===== src/rtl/clip_control_input.sv =====
// Pushbutton front end for the two-clip recorder: synchronise, debounce and
// edge-detect record/play/clip buttons, then run the IDLE/RECORD/PLAY mode FSM.
module clip_control_input #(
  parameter int unsigned DEBOUNCE_CYCLES = 250000,
  parameter int unsigned MAX_REC_CYCLES  = 50000000
) (
  input  logic       clock,
  input  logic       reset,
  input  logic       btn_record,
  input  logic       btn_play,
  input  logic       btn_clip,
  input  logic       clip_done,
  output logic       record,
  output logic       recordNum,
  output logic       play,
  output logic       clipPlayNum,
  output logic       clip_sel,
  output logic [1:0] clip_valid
);

  localparam int unsigned DBW = (DEBOUNCE_CYCLES > 1) ? $clog2(DEBOUNCE_CYCLES) : 1;
  localparam int unsigned RCW = (MAX_REC_CYCLES > 1) ? $clog2(MAX_REC_CYCLES) : 1;
  localparam logic [DBW-1:0] DB_LAST = DBW'(DEBOUNCE_CYCLES - 1);
  localparam logic [RCW-1:0] RC_LAST = RCW'(MAX_REC_CYCLES - 1);

  // Button lanes: bit 0 = record, bit 1 = play, bit 2 = clip
  localparam int unsigned B_REC  = 0;
  localparam int unsigned B_PLAY = 1;
  localparam int unsigned B_CLIP = 2;

  typedef enum logic [1:0] {
    IDLE,
    RECORD,
    PLAY
  } state_t;

  logic [2:0]     btn_raw;
  logic [2:0]     sync1_q, sync2_q;
  logic [2:0]     db_q, db_d;
  logic [2:0]     dbp_q;
  logic [2:0]     press_q, press_d;
  logic [DBW-1:0] cnt_q [3];
  logic [DBW-1:0] cnt_d [3];

  state_t         state_q, state_d;
  logic [RCW-1:0] rcnt_q, rcnt_d;
  logic           record_q, record_d;
  logic           play_q, play_d;
  logic           rnum_q, rnum_d;
  logic           pnum_q, pnum_d;
  logic           sel_q, sel_d;
  logic [1:0]     valid_q, valid_d;

  assign btn_raw = {btn_clip, btn_play, btn_record};

  always_comb begin
    db_d = db_q;
    for (int unsigned i = 0; i < 3; i++) begin
      cnt_d[i] = '0;
      if (sync2_q[i] != db_q[i]) begin
        if (cnt_q[i] == DB_LAST) begin
          db_d[i] = sync2_q[i];
        end else begin
          cnt_d[i] = cnt_q[i] + 1'b1;
        end
      end
    end
    press_d = db_q & ~dbp_q;
  end

  always_comb begin
    state_d = state_q;
    rcnt_d  = rcnt_q;
    rnum_d  = rnum_q;
    pnum_d  = pnum_q;
    sel_d   = sel_q;
    valid_d = valid_q;
    case (state_q)
      IDLE: begin
        // Mode decision uses the pre-toggle selection when clip coincides
        if (press_q[B_CLIP]) begin
          sel_d = ~sel_q;
        end
        if (press_q[B_REC]) begin
          state_d = RECORD;
          rnum_d  = sel_q;
          rcnt_d  = '0;
        end else if (press_q[B_PLAY] && valid_q[sel_q]) begin
          state_d = PLAY;
          pnum_d  = sel_q;
        end
      end
      RECORD: begin
        if (press_q[B_REC] || (rcnt_q == RC_LAST)) begin
          state_d         = IDLE;
          valid_d[rnum_q] = 1'b1;
        end else begin
          rcnt_d = rcnt_q + 1'b1;
        end
      end
      PLAY: begin
        if (press_q[B_PLAY] || clip_done) begin
          state_d = IDLE;
        end
      end
      default: state_d = IDLE;
    endcase
    record_d = (state_d == RECORD);
    play_d   = (state_d == PLAY);
  end

  always_ff @(posedge clock) begin
    if (reset) begin
      sync1_q  <= '0;
      sync2_q  <= '0;
      db_q     <= '0;
      dbp_q    <= '0;
      press_q  <= '0;
      for (int unsigned i = 0; i < 3; i++) begin
        cnt_q[i] <= '0;
      end
      state_q  <= IDLE;
      rcnt_q   <= '0;
      record_q <= 1'b0;
      play_q   <= 1'b0;
      rnum_q   <= 1'b0;
      pnum_q   <= 1'b0;
      sel_q    <= 1'b0;
      valid_q  <= '0;
    end else begin
      sync1_q  <= btn_raw;
      sync2_q  <= sync1_q;
      db_q     <= db_d;
      dbp_q    <= db_q;
      press_q  <= press_d;
      cnt_q    <= cnt_d;
      state_q  <= state_d;
      rcnt_q   <= rcnt_d;
      record_q <= record_d;
      play_q   <= play_d;
      rnum_q   <= rnum_d;
      pnum_q   <= pnum_d;
      sel_q    <= sel_d;
      valid_q  <= valid_d;
    end
  end

  assign record      = record_q;
  assign play        = play_q;
  assign recordNum   = rnum_q;
  assign clipPlayNum = pnum_q;
  assign clip_sel    = sel_q;
  assign clip_valid  = valid_q;

endmodule


===== config.mk =====
export PLATFORM = sky130hd
export DESIGN_NAME = clip_control_input
export DESIGN_NICKNAME = d
export VERILOG_FILES = /design/src/rtl/clip_control_input.sv
export SDC_FILE = /design/constraint.sdc
export NUM_CORES = 1
export LEC_CHECK = 0
export ABC_AREA = 1
export BUFFER_PORTS_ARGS = -buffer_cell sky130_fd_sc_hd__buf_2
export CORE_UTILIZATION = 35
export DETAILED_ROUTE_END_ITERATION = 7
export MAX_ROUTING_LAYER = met4
export PLACE_DENSITY = 0.52
export SYNTH_ARGS = -nofsm -noshare
export SYNTH_HDL_FRONTEND = slang
export SYNTH_SLANG_ARGS = --single-unit

===== constraint.sdc =====
create_clock -name clock -period 1.8 [get_ports clock]
set_clock_uncertainty 0.2 [all_clocks]
set_input_delay 0 -clock clock [delete_from_list [all_inputs] [get_ports clock]]
set_output_delay 0 -clock clock [all_outputs]
set_load 0.02 [all_outputs]

==> results.cfg <==
[synthesis]
synth_area_mm2 = 0.00511
synth_area_leaders = dfxtp_1 41%, nand2_1 12%, nor2_1 10%
ys_seq_area_share_pct = 40.7
yosys_warnings = 0
yosysUniqueCellTypes = 31
synth.largest_area_cell = dfxtp_1
synth_top_area_share_pct = 40.7
synthCells = 745
synth_seq_cells = 104
syn_avg_cell_area_um2 = 6.86
synth_nets = 755

[sta]
min_period_ps = 1770
setup_violations = 0
tns_ps = 0
worst_slack_ps = 31.3
rsz0062_at_grt = true
tightestPinTransition_ps = 479
slew_headroom_pct = 68.0
fmax_mhz = 565
min_period_over_period_pct = 98.3
hold_viol = 0
fin_hold_ws_ps = 186
drv_slew = 0

[finish]
nNetsFinal = 817
drive_gt1_share_pct = 20.2
num_antenna_cells = 0
area_growth_pct = 25.0
nFillCells = 1429
final_cell_mix = 149 x nand2_1, 122 x nor2_1, 88 x dfxtp_1
fin_area_mm2 = 0.00639
layout_commonest_cell = nand2_1

[global_routing]
grt_usage_pct = 17.7
antenna_found_initial = 0
grt_pass1_wl_um = 20500
grt_overflow = 0
grt_max_degree = 44
grt_pass1_vias = 4448

[worst_setup_path]
path_cells = ha_4 -> nand2_4 -> nor2_4 -> nand2_1 -> nor2_2 -> nand2_2 -> nand3_4 -> nand2_8 -> clkbuf_16 -> nand2_1 -> a21oi_1
cp-startpoint = rcnt_q[0]$_SDFFE_PP0P_
worstSetupPathType = flip-flop to flip-flop
rr_startpoint = rcnt_q[0]$_SDFFE_PP0P_
end_kind = flip-flop
cp-start-kind = flip-flop
critPathSlowestCell = dfxtp_2
required_ps = 1810
crit_fanout = 6
cp.arrival_ps = 1780
crit_top_cell = nand2_1
slowest_delay_ps = 350

[clocking]
clock_sinks = 104
cts-root-buf = clkbuf_16
cts_tree = done
insertion_delay_ps = 350
clk_pin_slew_ps = 70
cts_max_level = 3
clock_path_buffers = 2
cts-buffers-inserted = 9

[detailed_routing]
drt_iter0_drc = 283
drc = 0
ant_nets = 0
drt-total-wl_um = 12400
dr.pass1.iters = 4
vias = 4795
vias_per_cell = 4.83
wl_per_cell_um = 12.5

[place]
pre_cts_ws_ps = 9.09
hpwlAfterDp_um = 8340
place_area_mm2 = 0.00569
io_buffer_count = 12
place_congestion = 0.950

[power]
power_mw = 4.37
p_per_area_mw_per_mm2 = 685
power_leakage_nw = 2.20
peakVddDrop_uv = 403

[die]
dieArea_mm2 = 0.0151
num_io_pins = 13
die-width_um = 123
start_util_pct = 36.4
fp.coreArea_mm2 = 0.0140
rows = 43
die_h_um = 123

[run]
drv_cap = 0

[status]
status = finished clean

[min_path]
hold_start = btn_clip
hp-class = primary input to flip-flop
## cell type report
type / instances / area (um2) / share of cell area (%)
Clock buffer: 10 / 229 / 3.59
Clock inverter: 6 / 75.1 / 1.18
Inverter: 78 / 293 / 4.58
Multi-Input combinational cell: 546 / 2850 / 44.6
Sequential cell: 104 / 2100 / 32.9
Tap cell: 180 / 225 / 3.53
Timing Repair Buffer: 68 / 612 / 9.58
## final timing paths
kind / end / slack, ps / cells after the start
worst max register to register: rcnt_q[22]$_SDFFE_PP0P_ / 30 / 11
worst min-delay path: sync1_q[2]$_SDFF_PP0_ / 190 / 4
worst min register to register: press_q[1]$_SDFF_PP0_ / 190 / 1
worst max-delay path: rcnt_q[22]$_SDFFE_PP0P_ / 30 / 11
## routing by layer
metal / track usage [%] / vias up / share of wire (%)
met2: 28.1 / 77 / 46
met4: 6.86 / 0 / 1.5
met5: - / - / 0
met3: 2.51 / 11 / 4.9
li1: - / 2504 / -
met1: 22.6 / 2203 / 47
## flip-flops by register name (all words and copies together) (netlist names)
| register | count |
|---|---|
| cnt_q | 54 |
| rcnt_q | 26 |
| db_q | 3 |
| dbp_q | 3 |
| press_q | 3 |
| sync1_q | 3 |
| sync2_q | 3 |
| clip_valid | 2 |
| state_q | 2 |
| clipPlayNum | 1 |
| clip_sel | 1 |
| play | 1 |
| record | 1 |
| recordNum | 1 |
## kinds of logic (layout without fill, tap and decap cells)
| logic type | after synthesis | in the layout | synth area share (%) |
|---|---|---|---|
| flops | 104 | 104 | 40.7 |
| buf+inv | 95 | 162 | 7.81 |
| simple gates | 439 | 439 | 37.5 |
| fa+ha+maj | 4 | 4 | 0.979 |
| xor+xnor | 38 | 38 | 6.51 |
| compound gates | 65 | 65 | 6.46 |
## power breakdown
| part | switching, mW | internal, mW |
|---|---|---|
| Combinational | 0.0427 | 0.0294 |
| Sequential | 0.00395 | 2.31 |
| Clock | 0.890 | 1.10 |
## stage by stage
step	cells	utilization, %
6_report	992	45.5
5_1_grt	992	45.5
4_1_cts	984	43.1
3_5_place_dp	963	40.5
3_3_place_gp	963	40.5
2_1_floorplan	745	-
## cells in the mapped netlist
cell / count
nand3b_1: 2
nand3_4: 1
o21ai_0: 9
buf_8: 1
nand2_2: 6
or2_2: 5
buf_4: 2
dfxtp_1: 104
xor2_1: 24
inv_1: 74
nand3_1: 68
or2_0: 2
nand4_1: 16
ha_1: 4
clkbuf_1: 7
nor4_1: 5
a21oi_1: 54
nand2_1: 160
nor3b_1: 3
nor3_1: 23
xnor2_1: 14
buf_12: 1
nor2_2: 6
nand3_2: 1
buf_2: 6
clkinv_1: 1
o21a_1: 1
nor2_4: 2
inv_2: 3
o31ai_1: 1
nor2_1: 139
## worst max-delay path: cells and delay by family (launching register included)
family	cells	cell delay (ps)
AND/OR/NAND/NOR	8	680
adder cells (fa/ha/maj)	1	170
AO/OA/AOI/OAI	1	60
flip-flops	1	350
buffers and inverters	1	170
## repair_timing
item	in CTS	in global routing
hold buffers	5	0
pin swaps	0	12
gates cloned	0	4
hold endpoints to repair	13	0
buffers inserted	0	4
setup endpoints to repair	5	83
gates resized for setup	1	73
Power figures use the tool's default switching activity.
